--- src/rtl/alu_result_demux_if.sv ---
// Handshake bundle between the ALU stage, the block, and its two consumers.
// slave = block view, master = producer/consumer (bench) view.
interface alu_result_demux_if #(
  parameter int DATA_W = 32,
  parameter int RD_W   = 5,
  parameter int CNT_W  = 16
) ();
  logic              in_valid;
  logic              in_ready;
  logic [DATA_W-1:0] in_data;
  logic [RD_W-1:0]   in_rd;
  logic              in_select;
  logic              out0_valid;
  logic              out0_ready;
  logic [DATA_W-1:0] out0_data;
  logic [RD_W-1:0]   out0_rd;
  logic              out1_valid;
  logic              out1_ready;
  logic [DATA_W-1:0] out1_data;
  logic [CNT_W-1:0]  drop_count;

  modport slave (
    input  in_valid, in_data, in_rd, in_select, out0_ready, out1_ready,
    output in_ready, out0_valid, out0_data, out0_rd, out1_valid, out1_data, drop_count
  );

  modport master (
    output in_valid, in_data, in_rd, in_select, out0_ready, out1_ready,
    input  in_ready, out0_valid, out0_data, out0_rd, out1_valid, out1_data, drop_count
  );
endinterface

--- src/rtl/alu_result_demux.sv ---
// Routes ALU results in order to writeback (ch0) or memory (ch1) through a 2-entry FIFO;
// 1-cycle latency, in_ready depends only on occupancy (no path from out*_ready); x0 writes dropped.
module alu_result_demux #(
  parameter int DATA_W = 32,
  parameter int RD_W   = 5,
  parameter int CNT_W  = 16
) (
  input logic               clk,
  input logic               rst,
  alu_result_demux_if.slave bus
);
  localparam logic [CNT_W-1:0] CNT_ONE = CNT_W'(1);

  logic [DATA_W-1:0] data_q [2];
  logic [RD_W-1:0]   rd_q   [2];
  logic              sel_q  [2];
  logic              wr_ptr_q, wr_ptr_d;
  logic              rd_ptr_q, rd_ptr_d;
  logic [1:0]        count_q, count_d;
  logic [CNT_W-1:0]  drop_q, drop_d;

  logic in_ready;
  logic accept;
  logic drop;
  logic push;
  logic pop;
  logic head_sel;

  always_comb begin
    in_ready = (count_q != 2'd2) && !rst;
    accept   = bus.in_valid && in_ready;
    drop     = accept && !bus.in_select && (bus.in_rd == '0);
    push     = accept && !drop;
    head_sel = sel_q[rd_ptr_q];
    // Only the channel the head is routed to may pop it.
    pop      = (count_q != 2'd0) && (head_sel ? bus.out1_ready : bus.out0_ready);

    wr_ptr_d = push ? ~wr_ptr_q : wr_ptr_q;
    rd_ptr_d = pop  ? ~rd_ptr_q : rd_ptr_q;
    count_d  = count_q + {1'b0, push} - {1'b0, pop};
    drop_d   = (drop && (drop_q != '1)) ? drop_q + CNT_ONE : drop_q;
  end

  always_ff @(posedge clk) begin
    if (rst) begin
      for (int i = 0; i < 2; i++) begin
        data_q[i] <= '0;
        rd_q[i]   <= '0;
        sel_q[i]  <= 1'b0;
      end
      wr_ptr_q <= 1'b0;
      rd_ptr_q <= 1'b0;
      count_q  <= 2'd0;
      drop_q   <= '0;
    end else begin
      if (push) begin
        data_q[wr_ptr_q] <= bus.in_data;
        rd_q[wr_ptr_q]   <= bus.in_rd;
        sel_q[wr_ptr_q]  <= bus.in_select;
      end
      wr_ptr_q <= wr_ptr_d;
      rd_ptr_q <= rd_ptr_d;
      count_q  <= count_d;
      drop_q   <= drop_d;
    end
  end

  assign bus.in_ready   = in_ready;
  assign bus.out0_valid = (count_q != 2'd0) && !head_sel;
  assign bus.out1_valid = (count_q != 2'd0) && head_sel;
  assign bus.out0_data  = data_q[rd_ptr_q];
  assign bus.out1_data  = data_q[rd_ptr_q];
  assign bus.out0_rd    = rd_q[rd_ptr_q];
  assign bus.drop_count = drop_q;
endmodule

--- src/flat_wrapper.sv ---
// flat-port wrapper written by rule: the top's interface ports become plain ports
module alu_result_demux_flat 
#(
  parameter int DATA_W = 32,
  parameter int RD_W   = 5,
  parameter int CNT_W  = 16
)
  (clk, rst, bus_in_valid, bus_in_data, bus_in_rd, bus_in_select, bus_out0_ready, bus_out1_ready, bus_in_ready, bus_out0_valid, bus_out0_data, bus_out0_rd, bus_out1_valid, bus_out1_data, bus_drop_count);
  alu_result_demux_if #(.DATA_W(DATA_W), .RD_W(RD_W), .CNT_W(CNT_W)) bus_i ();
  input logic clk;
  input logic rst;
  input wire logic [$bits(bus_i.in_valid)-1:0] bus_in_valid;
  input wire logic [$bits(bus_i.in_data)-1:0] bus_in_data;
  input wire logic [$bits(bus_i.in_rd)-1:0] bus_in_rd;
  input wire logic [$bits(bus_i.in_select)-1:0] bus_in_select;
  input wire logic [$bits(bus_i.out0_ready)-1:0] bus_out0_ready;
  input wire logic [$bits(bus_i.out1_ready)-1:0] bus_out1_ready;
  output wire logic [$bits(bus_i.in_ready)-1:0] bus_in_ready;
  output wire logic [$bits(bus_i.out0_valid)-1:0] bus_out0_valid;
  output wire logic [$bits(bus_i.out0_data)-1:0] bus_out0_data;
  output wire logic [$bits(bus_i.out0_rd)-1:0] bus_out0_rd;
  output wire logic [$bits(bus_i.out1_valid)-1:0] bus_out1_valid;
  output wire logic [$bits(bus_i.out1_data)-1:0] bus_out1_data;
  output wire logic [$bits(bus_i.drop_count)-1:0] bus_drop_count;
  assign bus_i.in_valid = bus_in_valid;
  assign bus_i.in_data = bus_in_data;
  assign bus_i.in_rd = bus_in_rd;
  assign bus_i.in_select = bus_in_select;
  assign bus_i.out0_ready = bus_out0_ready;
  assign bus_i.out1_ready = bus_out1_ready;
  assign bus_in_ready = bus_i.in_ready;
  assign bus_out0_valid = bus_i.out0_valid;
  assign bus_out0_data = bus_i.out0_data;
  assign bus_out0_rd = bus_i.out0_rd;
  assign bus_out1_valid = bus_i.out1_valid;
  assign bus_out1_data = bus_i.out1_data;
  assign bus_drop_count = bus_i.drop_count;
  alu_result_demux #(.DATA_W(DATA_W), .RD_W(RD_W), .CNT_W(CNT_W)) u_core (.clk(clk), .rst(rst), .bus(bus_i));
endmodule
--- config.mk ---
export PLATFORM = sky130hd
export DESIGN_NAME = alu_result_demux_flat
export DESIGN_NICKNAME = d
export VERILOG_FILES = /design/src/rtl/alu_result_demux_if.sv /design/src/rtl/alu_result_demux.sv /design/src/flat_wrapper.sv
export SDC_FILE = /design/constraint.sdc
export NUM_CORES = 1
export LEC_CHECK = 0
export BUFFER_PORTS_ARGS = -buffer_cell sky130_fd_sc_hd__buf_2
export CAP_MARGIN = 20
export CORE_UTILIZATION = 55
export CTS_BUF_LIST = sky130_fd_sc_hd__clkbuf_4
export DETAILED_ROUTE_END_ITERATION = 8
export PLACE_DENSITY_LB_ADDON = 0.15
export SETUP_SLACK_MARGIN = 0.4
export SLEW_MARGIN = 20
export SYNTH_ARGS = -nofsm -noshare
export SYNTH_HDL_FRONTEND = slang
export SYNTH_SLANG_ARGS = --single-unit
--- constraint.sdc ---
create_clock -name clk -period 4.8 [get_ports clk]
set_input_delay 0 -clock clk [delete_from_list [all_inputs] [get_ports clk]]
set_output_delay 0 -clock clk [all_outputs]
set_load 0.1 [all_outputs]
Word level (Yosys, flattened, before mapping)
Memories as Yosys holds them, arrays and structs flattened. A register that Yosys moved wholly into a read port is not among the register bits.
Index checks and enable logic that the tools add are counted.
{"block": "totals", "reg_bits": 20, "ram_bits": 76, "in_bits": 43, "out_inout_bits": 88, "elab_cells": 53, "n_memories": 3}
{"name": "u_core.data_q", "depth": 2, "word_bits": 32, "read_ports": 1, "rd_ports_with_merged_regs": 1, "wr": 2, "line_no": "alu_result_demux.sv:14", "source": "logic [DATA_W-1:0] data_q [2];"}
{"name": "u_core.rd_q", "depth": 2, "word_bits": 5, "read_ports": 1, "rd_ports_with_merged_regs": 1, "wr": 2, "line_no": "alu_result_demux.sv:15", "source": "logic [RD_W-1:0] rd_q [2];"}
{"name": "u_core.sel_q", "depth": 2, "word_bits": 1, "read_ports": 1, "rd_ports_with_merged_regs": 1, "wr": 2, "line_no": "alu_result_demux.sv:16", "source": "logic sel_q [2];"}
{"block": "classes", "n_addsub": 3, "eq_ne": 2, "n_mux": 21, "n_bitwise": 2, "reduce_logical": 18}
{"cell": "$mux W32", "n": 1}
{"cell": "$reduce_or A32 Y1", "n": 1}
{"cell": "$mux W1", "n": 19}
{"cell": "$add A16 B1 Y16 const B", "n": 1}
{"cell": "$ne A16 B16 Y1 const B", "n": 1}
{"cell": "$logic_and A1 B1 Y1", "n": 9}
{"cell": "$logic_not A5 Y1", "n": 1}
{"cell": "$mux W5", "n": 1}
{"cell": "$reduce_or A5 Y1", "n": 1}
{"cell": "$logic_not A1 Y1", "n": 4}
{"cell": "$add A2 B1 Y2", "n": 1}
{"cell": "$ne A2 B2 Y1 const B", "n": 1}
{"cell": "$not A1 Y1", "n": 2}
{"cell": "$reduce_bool A2 Y1", "n": 1}
{"cell": "$sub A2 B1 Y2", "n": 1}
{"cell": "$reduce_or A1 Y1", "n": 1}

Logic depth before layout (Yosys ltp)
{"block": "logic_depth", "depth_word": 12, "depth_mapped": 7, "ltp_nobuf": 7}

Worst setup path after synthesis
Ideal clock, no wire load.
{"block": "synth_path", "path_type": "reg2reg", "startpoint": "reg u_core.drop_q[0], in the netlist u_core.bus.drop_count[0]", "endpoint": "reg u_core.drop_q[7], in the netlist u_core.bus.drop_count[7]", "setup_time_ps": 85, "arrival_time_ps": 2480, "t_required_ps": 4715, "path_slack_ps": 2235, "path_stages_with_launch": 7, "n_path_buf": 0, "period_less_slack_ps": 2565, "path_cell_list": "dfxtp_1 > ha_1 > nand4_1 > nor4_4 > nor3_1 > nand3_1 > mux2i_1"}
{"block": "synth_between", "elab_chain_len": 2, "elab_cells_between_ends": 3, "cone_classes": "add/sub (1); eq/ne (1); reduce/logical (1)"}
{"item": "start: declaration", "line_no": "alu_result_demux.sv:20", "source": "logic [CNT_W-1:0] drop_q, drop_d;"}
{"item": "start signal: assignment", "line_no": "alu_result_demux.sv:64", "source": "drop_q <= drop_d;"}
{"item": "branches (longest 2 deep; another with $add A16 B1 Y16)"}
Parallel ways; which one is timed is not known.
A chain may end at the register's enable or synchronous reset.

==> flow_summary.ini <==
[global_route]
grt_max_degree = 42
grt_pass1_wl_mm = 13.87
antenna_found_initial = 0
grt_pass1_vias = 2965
grtUsageTotal_pct = 20.79
grt_overflow = 0

[detailed_routing]
vias_per_cell = 5.166
wl_per_cell_um = 14.89
dr.pass1.iters = 6
postRouteWirelength_mm = 8.947
final_antenna_net_count = 0
first_iter_violations = 157
drc = 2
vias = 3105

[critical_path]
crit_required_ns = 4.87
critPathArrivalTime_ns = 2.92
reg2reg_from = u_core.count_q[1]$_SDFF_PP0_
worstPathMaxFanout = 40
cp-end-kind = flip-flop
criticalPathCategory = input pin to flip-flop
cp-startpoint = rst
reg2reg_depth = 3
start_kind = input pin

[pwr]
p_comb_share_pct = 57.0
p_clk_share_pct = 11.2
power.density_nw_per_um2 = 613.4
swShare_pct = 57.85
leakage_nw = 2.513
p_switching_mw = 1.988
internal_power_mw = 1.449
peakVddDrop_uv = 302.6
p_total_mw = 3.437
power_frac_seq_pct = 31.8

[sta]
finalSetupViolCount = 0
hold_slack_ns = 0.1085
min_period_ns = 2.854
tns_ns = 0
timing.final.ws_setup_ns = 1.946
fmax_mhz = 350.4
slew_headroom_pct = 30.32
finClkSkew_ns = 0.01811
worst_pin_slew_ns = 1.045
maxSlewViolCount = 0
rsz0062_at_grt = no
finalCritPeriodShare_pct = 59.45
hold_viol = 0

[final_layout]
fin_nets = 536
drive_gt1_share_pct = 40.52
fin_cells = 601
syn_to_final_growth_pct = 20.93
fill_cells = 630
diodes = 0
final_util_pct = 68.53
stdcell_area_um2 = 5603

[logic_synthesis]
synth_seq_area_share_pct = 58.33
synthTopCellsByArea = edfxtp_1 49%, dfxtp_1 9.1%, mux2_2 9.0%, and3_1 5.5%, buf_4 5.2%
synth_warnings = 0
syn_area_per_cell_um2 = 12.83
synth_top_flop_cell = edfxtp_1
synth_top_cell_by_area = edfxtp_1
async_reset_ff_share_pct = 0
synth_edf_count = 76
syn_area_um2 = 4633
syn-instance-count = 361
synth_nets = 406
yosysTopAreaCellShare_pct = 49.26
synth_cell_types = 38
ys_ff_latch = 97

[placement]
dp_hpwl_mm = 5.420
dp.cells = 546
dp_slack_ns = 2.057
placed_area_um2 = 5091
port_buffers = 130
gp_congestion = 0.8130

[status]
status = finished with violations
violations = design-rule violations

[floorplan]
placementRows = 33
die_h_um = 93.78
die-area_um2 = 8795
start_util_pct = 56.67
core-area_um2 = 8175
die_w_um = 93.78
ios = 131

[clock_network]
clockBufferDepth = 2
cts_sinks = 97
post_cts_resized = 0
h-tree-depth = 3
cts_post_setup_buffers_inserted = 0
cts_tree = yes
numCtsBuffers = 9
root_buffer = clkbuf_4
clock_latency_ns = 0.43
clk_pin_slew_ns = 0.14

[run]
maxCapViolations = 0

[min_path]
min_from = bus_out1_ready
holdCritPathClass = input pin to flip-flop
hold_depth = 5
-- cell families (layout without fill, tap and decap cells) --
family          count (synthesis)  in the layout  share of synthesized area (%)
mux                            41             41                          9.857
buf+inv                        52            187                          7.291
fa+ha+maj                       2              2                         0.5400
xor+xnor                       17             17                          3.214
simple gates                  144            144                          19.39
compound gates                  8              8                          1.377
flops                          97             97                          58.33
-- flip-flops by register name, summed over array words and instances, names as in the netlist, named ones only --
signal	flops
u_core.rd_ptr_q	1
u_core.data_q	64
u_core.count_q	2
u_core.sel_q	2
u_core.wr_ptr_q	1
u_core.bus.drop_count	16
u_core.rd_q	10
-- power groups by stage --
stage / combinational [mW] / clock, mW / sequential [mW]
finish: 1.96 / 0.386 / 1.09
global route: 2.02 / 0.432 / 1.11
CTS: 1.96 / 0.395 / 1.10
detailed placement: 1.93 / 0 / 1.11
global placement: 1.93 / 0 / 1.11
floorplan: 1.87 / 0 / 1.04
-- worst max-delay path, stage by stage --
cell	delay (ns)
dlygate4sd3_1	0.53
buf_2	0.26
and2b_1	0.37
o211a_1	0.88
a21o_2	0.87
-- final timing paths --
kind                                            end  slack, ns
max reg2reg       u_core.data_q[1][9]$_SDFFCE_PN0P_       2.05
min reg2reg  u_core.bus.drop_count[15]$_SDFFE_PP0P_       0.54
min                                       flip-flop       0.11
max               u_core.data_q[1][9]$_SDFFCE_PN0P_       1.95
-- cells in the final DEF, fill, tap and decap left out, types with 2 or more instances in the layout --
| cell type | count |
|---|---|
| a21oi_1 | 3 |
| and2_1 | 31 |
| and2_4 | 7 |
| and3_1 | 41 |
| buf_2 | 130 |
| clkbuf_4 | 9 |
| clkinvlp_4 | 3 |
| dfxtp_1 | 19 |
| dfxtp_2 | 2 |
| dlygate4sd3_1 | 39 |
| edfxtp_1 | 76 |
| ha_1 | 2 |
| inv_6 | 3 |
| mux2_2 | 37 |
| mux2i_1 | 4 |
| nand2_1 | 5 |
| nand2b_1 | 3 |
| nand3_1 | 7 |
| nand4_1 | 5 |
| nor2_1 | 22 |
| nor3_1 | 5 |
| nor4_1 | 5 |
| nor4_4 | 2 |
| o21ai_0 | 2 |
| xnor2_1 | 16 |
-- cell usage after synthesis, types with 7 or more instances --
cell type / instances
and2_1: 31
buf_4: 32
and2_4: 7
nand3_1: 7
nor2_1: 22
xnor2_1: 16
clkbuf_1: 16
mux2_2: 37
and3_1: 41
dfxtp_1: 21
edfxtp_1: 76
-- per-layer routing --
layer  GRT usage (%)  routed length [um]
met1           26.99                3962
met3           4.531                 471
met5               0                   0
met2           33.45                4294
met4           9.231                 219
-- repair_timing --
action	4_1_cts	5_1_grt
setup endpoints to repair	0	0
hold endpoints to repair	93	0
hold buffers	39	0
-- layout make-up --
type | instances | area (um^2) | area share [%]
clock inverters | 7 | 52.55 | 0.9379
clock buffers | 9 | 67.56 | 1.206
well taps | 105 | 131.4 | 2.345
flip-flops and latches | 97 | 2705 | 48.28
repair buffers | 170 | 1049 | 18.71
multi-input cells | 212 | 1594 | 28.45
inverters | 1 | 3.754 | 0.06699
No activity file was read; power rests on OpenSTA's default activity.
